[config.mk]
export PLATFORM = sky130hd
export DESIGN_NAME = sha256_digest_streamer_flat
export DESIGN_NICKNAME = d
export VERILOG_FILES = /design/src/rtl/sha256_pkg.sv /design/src/rtl/sha256_digest_streamer_if.sv /design/src/rtl/sha256_digest_holdbuf.sv /design/src/rtl/sha256_digest_streamer.sv /design/src/flat_wrapper.sv
export SDC_FILE = /design/constraint.sdc
export NUM_CORES = 1
export LEC_CHECK = 0
export ABC_AREA = 1
export ABC_CLOCK_PERIOD_IN_PS = 1990
export BUFFER_PORTS_ARGS = -buffer_cell sky130_fd_sc_hd__buf_2
export CORE_UTILIZATION = 37
export CTS_CLUSTER_SIZE = 14
export DETAILED_ROUTE_END_ITERATION = 6
export PLACE_DENSITY_LB_ADDON = 0.3
export RECOVER_POWER = 50
export SYNTH_ARGS = -nofsm -noshare
export SYNTH_HDL_FRONTEND = slang
export SYNTH_HIERARCHICAL = 1
export SYNTH_SLANG_ARGS = --single-unit
[constraint.sdc]
create_clock -name clk -period 1.99 [get_ports clk]
set_input_delay 0.0995 -clock clk [delete_from_list [all_inputs] [get_ports clk]]
set_output_delay 0.0995 -clock clk [all_outputs]
set_load 0.01 [all_outputs]
[src/rtl/sha256_pkg.sv]
// Shared types and constants for the SHA-256 digest output path.
package sha256_pkg;

    localparam int DIGEST_BITS = 256;

    typedef logic [DIGEST_BITS-1:0] digest_t;

    // FIPS 180-4 initial hash value, H0 in the top word.
    localparam digest_t H0_INIT = 256'h6a09e667_bb67ae85_3c6ef372_a54ff53a_510e527f_9b05688c_1f83d9ab_5be0cd19;

    typedef enum logic {IDLE, SEND} stream_state_t;

    function automatic int cnt_width(input int n);
        return (n > 1) ? $clog2(n) : 1;
    endfunction

endpackage

[src/rtl/sha256_digest_streamer_if.sv]
// Digest input and word-stream output bundle of the digest streamer.
interface sha256_digest_streamer_if #(
    parameter int WORD_BITS = 32
);
    import sha256_pkg::*;

    logic                 digest_valid;
    digest_t              digest;
    logic                 out_ready;
    logic                 out_valid;
    logic [WORD_BITS-1:0] out_data;
    logic                 out_last;

    // master is the streamer itself, slave is the hash core plus consumer side.
    modport master (
        input  digest_valid, digest, out_ready,
        output out_valid, out_data, out_last
    );

    modport slave (
        output digest_valid, digest, out_ready,
        input  out_valid, out_data, out_last
    );

endinterface

[src/rtl/sha256_digest_holdbuf.sv]
// One-entry digest hold buffer; a store in the same cycle as a drain refills it.
module sha256_digest_holdbuf
    import sha256_pkg::*;
(
    input  logic    clk,
    input  logic    reset,
    input  logic    store,
    input  logic    drain,
    input  digest_t data_in,
    output logic    full,
    output digest_t data_out
);

    always_ff @(posedge clk or negedge reset) begin
        if (!reset) begin
            full     <= 1'b0;
            data_out <= '0;
        end else if (store) begin
            full     <= 1'b1;
            data_out <= data_in;
        end else if (drain) begin
            full     <= 1'b0;
        end
    end

endmodule

[src/rtl/sha256_digest_streamer.sv]
// Captures a 256-bit digest and streams it out H0-word first over valid/ready.
// Define SHA256_DIGEST_HOLD_EN to add a one-entry hold buffer for digests arriving mid-stream.
module sha256_digest_streamer
    import sha256_pkg::*;
#(
    parameter int WORD_BITS = 32
) (
    input  logic                     clk,
    input  logic                     reset,
    sha256_digest_streamer_if.master bus,
    input  logic                     overrun_clr,
    output logic                     busy,
    output logic                     overrun
);

    localparam int NUM_WORDS = DIGEST_BITS / WORD_BITS;
    localparam int CNT_W     = cnt_width(NUM_WORDS);
    localparam logic [CNT_W-1:0] LAST_IDX = CNT_W'(NUM_WORDS - 1);

    stream_state_t        state;
    digest_t              shift_reg;
    digest_t              shifted;
    logic [CNT_W-1:0]     word_cnt;
    logic                 out_valid_q;
    logic [WORD_BITS-1:0] out_data_q;
    logic                 out_last_q;

    logic    xfer;
    logic    last_xfer;
    logic    load_en;
    digest_t load_val;
    logic    overrun_set;
    logic    hold_full_next;

    assign bus.out_valid = out_valid_q;
    assign bus.out_data  = out_data_q;
    assign bus.out_last  = out_last_q;

    assign xfer      = out_valid_q & bus.out_ready;
    assign last_xfer = xfer & out_last_q;
    assign shifted   = shift_reg << WORD_BITS;

`ifdef SHA256_DIGEST_HOLD_EN
    logic    hold_full;
    logic    hold_store;
    logic    hold_drain;
    digest_t hold_data;

    sha256_digest_holdbuf u_holdbuf (
        .clk      (clk),
        .reset    (reset),
        .store    (hold_store),
        .drain    (hold_drain),
        .data_in  (bus.digest),
        .full     (hold_full),
        .data_out (hold_data)
    );
`endif

    // Decide what gets loaded next: a fresh digest, the held digest, or nothing.
    always_comb begin
        load_en        = 1'b0;
        load_val       = bus.digest;
        overrun_set    = 1'b0;
        hold_full_next = 1'b0;
`ifdef SHA256_DIGEST_HOLD_EN
        hold_store     = 1'b0;
        hold_drain     = 1'b0;
`endif
        case (state)
            IDLE: load_en = bus.digest_valid;
            SEND: begin
`ifdef SHA256_DIGEST_HOLD_EN
                if (last_xfer && hold_full) begin
                    load_en    = 1'b1;
                    load_val   = hold_data;
                    hold_drain = 1'b1;
                    hold_store = bus.digest_valid;
                end else if (last_xfer) begin
                    load_en = bus.digest_valid;
                end else if (bus.digest_valid) begin
                    if (hold_full) overrun_set = 1'b1;
                    else           hold_store  = 1'b1;
                end
`else
                if (last_xfer) load_en     = bus.digest_valid;
                else           overrun_set = bus.digest_valid;
`endif
            end
            default: load_en = 1'b0;
        endcase
`ifdef SHA256_DIGEST_HOLD_EN
        hold_full_next = hold_store | (hold_full & ~hold_drain);
`endif
    end

    always_ff @(posedge clk or negedge reset) begin
        if (!reset) begin
            state       <= IDLE;
            shift_reg   <= '0;
            word_cnt    <= '0;
            out_valid_q <= 1'b0;
            out_data_q  <= '0;
            out_last_q  <= 1'b0;
            busy        <= 1'b0;
        end else begin
            if (load_en) begin
                state       <= SEND;
                shift_reg   <= load_val;
                word_cnt    <= '0;
                out_valid_q <= 1'b1;
                out_data_q  <= load_val[DIGEST_BITS-1 -: WORD_BITS];
                out_last_q  <= (LAST_IDX == '0);
            end else if (last_xfer) begin
                state       <= IDLE;
                shift_reg   <= '0;
                word_cnt    <= '0;
                out_valid_q <= 1'b0;
                out_data_q  <= '0;
                out_last_q  <= 1'b0;
            end else if (xfer) begin
                shift_reg   <= shifted;
                word_cnt    <= word_cnt + CNT_W'(1);
                out_data_q  <= shifted[DIGEST_BITS-1 -: WORD_BITS];
                out_last_q  <= ((word_cnt + CNT_W'(1)) == LAST_IDX);
            end
            busy <= load_en | ((state == SEND) & ~last_xfer) | hold_full_next;
        end
    end

    // Sticky drop flag; a new drop beats a clear in the same cycle.
    always_ff @(posedge clk or negedge reset) begin
        if (!reset)           overrun <= 1'b0;
        else if (overrun_set) overrun <= 1'b1;
        else if (overrun_clr) overrun <= 1'b0;
    end

endmodule

[src/flat_wrapper.sv]
// flat-port wrapper written by rule: the top's interface ports become plain ports
module sha256_digest_streamer_flat import sha256_pkg::*;
#(
    parameter int WORD_BITS = 32
)
  (clk, reset, overrun_clr, busy, overrun, bus_digest_valid, bus_digest, bus_out_ready, bus_out_valid, bus_out_data, bus_out_last);
  sha256_digest_streamer_if #(.WORD_BITS(WORD_BITS)) bus_i ();
  input  logic clk;
  input  logic reset;
  input  logic overrun_clr;
  output logic busy;
  output logic overrun;
  input wire logic [$bits(bus_i.digest_valid)-1:0] bus_digest_valid;
  input wire logic [$bits(bus_i.digest)-1:0] bus_digest;
  input wire logic [$bits(bus_i.out_ready)-1:0] bus_out_ready;
  output wire logic [$bits(bus_i.out_valid)-1:0] bus_out_valid;
  output wire logic [$bits(bus_i.out_data)-1:0] bus_out_data;
  output wire logic [$bits(bus_i.out_last)-1:0] bus_out_last;
  assign bus_i.digest_valid = bus_digest_valid;
  assign bus_i.digest = bus_digest;
  assign bus_i.out_ready = bus_out_ready;
  assign bus_out_valid = bus_i.out_valid;
  assign bus_out_data = bus_i.out_data;
  assign bus_out_last = bus_i.out_last;
  sha256_digest_streamer #(.WORD_BITS(WORD_BITS)) u_core (.clk(clk), .reset(reset), .bus(bus_i), .overrun_clr(overrun_clr), .busy(busy), .overrun(overrun));
endmodule
# Word level (Yosys, flattened, before mapping)
# Cells that the tools add are included.
# word_totals
wordCells	38
reg_bits	263
input_bits	261
# classes
n_addsub	1
mux	20
reduce_logical	3
n_eq_ne	1
bitwise	6
# op_table
cell	n
224-bit two-way mux	3
32-bit two-way mux	3
1-bit two-way mux	10
3-bit two-way mux	3
2-bit nonzero test	2
3-bit by 1-bit adder with 3-bit output, second input constant	1
1-bit AND	3
3-bit == test, second input constant	1
3-bit nonzero test	1
1-bit inverter	2
1-bit one-hot mux with 2 select lines	1
1-bit bitwise OR	1

# Depth between registers and ports, before layout
# depth
depth_word	5
mapped_depth	8

# Worst setup path after synthesis
# No wires, ideal clock.
# synth_path
path_kind	reg2reg
startpoint	register u_core.out_valid_q (netlist: u_core/bus.out_valid)
endpoint	register u_core.out_data_q[28] (netlist: u_core/bus.out_data[28])
period_less_slack_ns	1.331
setup_time_ns	0.066
arrival_time_ns	1.265
path_slack_ns	0.659
required_time_ns	1.924
path_stages_with_launch	6
cell_sequence	dfrtp_1 > nand2_2 > clkbuf_1 > clkbuf_1 > nand3_1 > nand2_1
# synth_between
elab_chain_cells	5
word_cells_on_any_way	8
classes_between	4 x mux; 3 x bitwise; 1 x reduce/logical
# synth_rtl
element	line	rtl
start: declaration	sha256_digest_streamer.sv:24	logic out_valid_q;
start signal: assignment	sha256_digest_streamer.sv:102	out_valid_q <= 1'b0;
start signal: assignment	sha256_digest_streamer.sv:111	out_valid_q <= 1'b1;
start signal: assignment	sha256_digest_streamer.sv:118	out_valid_q <= 1'b0;
1-bit AND	sha256_digest_streamer.sv:39	assign xfer = out_valid_q & bus.out_ready;
1-bit AND	sha256_digest_streamer.sv:40	assign last_xfer = xfer & out_last_q;
1-bit two-way mux	sha256_digest_streamer.sv:86	if (last_xfer) load_en = bus.digest_valid;
1-bit one-hot mux with 2 select lines	sha256_digest_streamer.sv:70	case (state)
3-bit nonzero test (no line) / 32-bit two-way mux (equally long branches)	n/a	
end signal: assignment	sha256_digest_streamer.sv:112	out_data_q <= load_val[DIGEST_BITS-1 -: WORD_BITS];
end signal: assignment	sha256_digest_streamer.sv:124	out_data_q <= shifted[DIGEST_BITS-1 -: WORD_BITS];
end: declaration	sha256_digest_streamer.sv:25	logic [WORD_BITS-1:0] out_data_q;
# Parallel ways exist; a longest one is shown, timed or not.
# A chain may end at the register's enable or synchronous reset.

# Worst setup path after layout
# layout_path
startpoint	register u_core.out_last_q (netlist: u_core/bus.out_last)
endpoint	register u_core.out_data_q[28] (netlist: u_core/bus.out_data[28])
# layout_between
elab_chain_cells	4
word_cells_on_any_way	6
classes_between	4 x mux; 1 x bitwise; 1 x reduce/logical
# layout_rtl
element	line	rtl
start: declaration	sha256_digest_streamer.sv:26	logic out_last_q;
start signal: assignment	sha256_digest_streamer.sv:113	out_last_q <= (LAST_IDX == '0);
start signal: assignment	sha256_digest_streamer.sv:125	out_last_q <= ((word_cnt + CNT_W'(1)) == LAST_IDX);
1-bit AND *	sha256_digest_streamer.sv:40	
1-bit two-way mux	sha256_digest_streamer.sv:86	
1-bit one-hot mux with 2 select lines	sha256_digest_streamer.sv:70	
3-bit nonzero test (no line) / 32-bit two-way mux (equally long branches)	n/a	
# Every way passes the cells marked *; elsewhere a longest branch is shown, timed or not.

==> metrics.md <==
| Metric | Value |
|---|---|
| Status | complete, no violations |
| Clock root buffer | clkbuf_16 |
| Combinational share of power | 30.8% |
| Mean post-synth cell area | 7.174 µm² |
| Worst setup EP type | register |
| Net Switching | 0.006864 W |
| Fraction of layout cells with a size suffix above 1 | 14.99% |
| Yosys warns | 6 |
| Slew margin rel. | 30.86% |
| Vias | 13680 |
| WL/cell | 15.14 µm |
| Hold Path Sink | u_core/shift_reg[188] |
| Skew final | 0.01857 ns |
| Most Frequent Cell on Critical Path | nand2_1 |
| CTS Hold Bufs | 258 |
| Arr. time, crit path | 2.16 ns |
| Combinational family with the most area after synthesis | simple AND/OR/NAND/NOR gates |
| Post-route minimum period | 1.683 ns |
| Post-Synth Adder-Cell Area | 0.1867% |
| Min-delay worst type | in -> reg |
| Final nets | 2617 |
| Routed vias/inst | 4.819 |
| Post-CTS Setup Inserts | 0 |
| Seq cells post-synth | 263 |
| Effective utilization at floorplan | 37.68% |
| Xor/xnor share of the synthesized area | 0.06535% |
| Compound-Gate Fraction of Synth Area | 0.04668% |
| Clock latency on the worst-skew pair | 0.55 ns |
| Cell Rows | 69 |
| # H-tree levels | 1 |
| R2R Setup Slk | 0.31 ns |
| Setup-failing EPs final | 0 |
| Vias in the first global route | 13490 |
| Worst path top cell family by delay | buffers and inverters |
| R2R Path Start | u_core/bus.out_last |
| Most common cell after layout, fill and taps aside | nand2_1 |
| Antenna Nets Post-Route | 0 |
| Slowest-stage cell, CP | dfrtp_1 |
| Hold WS | 0.06980 ns |
| Gr busiest metal | met2 |
| Max IR drop VDD | 0.7781 mV |
| Met3 usage | 3.546% |
| Sequential share of power | 41.3% |
| Sw frac | 34.89% |
| Startpoint Class | register |
| HP Start | bus_out_ready |
| Number of flip-flops in the largest register | 224 |
| Clock Sink Count | 263 |
| Period utilization | 84.56% |
| CTS Buffer Depth | 3 |
| Post-Synthesis Cells | 1868 |
| Crit Path Class | reg -> reg |
| Power per Cell Area | 1039 nW/µm² |
| Iteration count of the initial detailed-routing pass | 6 |
| Tot GR Track Use | 23.09% |
| # IOs | 297 |
| Critical Path RT | 2.47 ns |
| Peak Freq | 594.3 MHz |
| Synth area leaders | dfrtp_1 49%, nand2_1 20%, nand3_1 19% |
| Worst R2R Path Depth | 8 |
| Core box area | 35570 µm² |
| Buffer and inverter count on the worst path | 3 |
| # DRC | 0 |
| Slack of the critical path | 0.3073 ns |
| Total Routed Length | 42980 µm |
| First-pass GRT wire length | 68760 µm |
| Cell Area, Synth | 13400 µm² |
| Die X | 192.3 µm |
| Clock-pin slew on the worst setup and hold paths | 0.06 ns |
| Total grt overflow | 0 |
| Crit Path Max Fanout | 74 |
| Post-synthesis simple-gate area fraction | 39.49% |
| P&R area growth vs syn | 41.28% |
| Least-Margin Pin Slew | 1.037 ns |
| Final HPWL DP | 25990 µm |
| Slew Viols, Final | 0 |
| 1st-iter DRT viols | 1058 |
| Sum Neg Setup Slack | 0 ns |
| Syn_nets | 2131 |
| CP Cell Sequence | nand2_1, nand2_8, buf_12, buf_12, nand3_1, nand2_1, inv_1, nand2_1 |
| P_int | 0.01281 W |
| TritonCTS buffer count | 30 |
| Hold depth | 7 |
| Die ar. | 36990 µm² |
| Die H | 192.3 µm |
| Commonest non-fill, non-tap cells in the layout | 714 x nand2_1, 517 x nand3_1, 277 x buf_2 |
| Mux contribution to synthesized area | 0% |
| Leading area contributor after synthesis | dfrtp_1 |
| Leakage power | 10.60 nW |
| Gpl congestion | 0.8523 |
| CTS tree | yes |
| Antenna violations before repair | 2 |
| Sequential element share of the synthesized area | 49.11% |
| Grt met1 use | 32.14% |
| GR Util met2 | 37.19% |
| Largest net degree at the start of global routing | 152 |
| Max Cap Violations | 0 |
| Dpl ws | 0.3168 ns |
| IO Port Bufs | 296 |
| PostCTS Resize Cnt | 0 |
| Count of unique library cells instantiated by Yosys | 12 |
| RSZ-0062 raised after global routing | no |
| CP peak stage delay | 0.42 ns |
| Clock Power Share | 27.9% |
| Final hold viol count | 0 |
| Synth top area share | 49.11% |
| Reg-to-reg endpoint | u_core/bus.out_data[28] |
## tightest hold or removal path: cells and delay by family
family | cells | cell delay (ns)
buffers and inverters | 2 | 0.18
and+or+nand+nor | 5 | 0.27
## layout make-up
cell class | count | area (µm²)
inverters | 228 | 855.8
fillers | 3328 | 16630
diodes | 2 | 5.005
multi-input cells | 1239 | 5379
repair buffers | 592 | 4566
flip-flops and latches | 263 | 6581
clock inverters | 2 | 60.06
well taps | 461 | 576.8
clock buffers | 51 | 910.9
## cells by family after synthesis
| group | count (synthesis) |
|---|---|
| AO/OA/AOI/OAI | 1 |
| XOR/XNOR | 1 |
| adder cells (fa/ha/maj) | 2 |
| buffers and inverters | 366 |
| flip-flops | 263 |
| AND/OR/NAND/NOR | 1235 |
## per-stage QoR
step	cells	utilization, %	power, W	cell area, µm²
2_1_floorplan	1868	-	0.01179	13400
3_3_place_gp	2525	43.49	0.01372	15470
3_5_place_dp	2525	43.49	0.01390	15470
4_1_cts	2836	53.48	0.01988	19020
5_1_grt	2838	53.23	0.02112	18930
6_report	2838	53.23	0.01967	18930
## Yosys cell counts
| cell | n |
|---|---|
| nand2_1 | 714 |
| nand3_1 | 517 |
| dfrtp_1 | 263 |
| inv_1 | 228 |
| buf_2 | 91 |
| clkbuf_1 | 26 |
| buf_1 | 21 |
| nand2_2 | 3 |
| ha_1 | 2 |
| nor2_2 | 1 |
| o22ai_1 | 1 |
| xor2_1 | 1 |
## power groups by stage
stage	Clock, W	Combinational (W)	Sequential, W
after detailed placement	0	0.00569	0.00821
final	0.00548	0.00606	0.00812
after global placement	0	0.00558	0.00814
after global routing	0.00586	0.00693	0.00833
after floorplan	0	0.00385	0.00794
after CTS	0.00564	0.00612	0.00811
## metal layers
| layer | up-vias | share of wire (%) |
|---|---|---|
| met5 | - | 0 |
| li1 | 6791 | - |
| met1 | 6295 | 45 |
| met2 | 520 | 46 |
| met3 | 71 | 6.9 |
| met4 | 0 | 2.6 |
## worst max-delay path by stage
stage | cells after the start | from | endpoint | slack (ns)
after CTS | 8 | u_core/bus.out_last | u_core/shift_reg[189] | 0.29
after global placement | 6 | u_core/bus.out_last | u_core/shift_reg[49] | 0.36
final | 8 | u_core/bus.out_last | u_core/bus.out_data[28] | 0.31
after global routing | 8 | u_core/bus.out_last | u_core/shift_reg[137] | 0.15
after floorplan | 5 | u_core/bus.out_valid | u_core/bus.out_data[28] | 0.66
after detailed placement | 8 | u_core/bus.out_last | u_core/shift_reg[189] | 0.32
(Power assumes the default switching activity.)
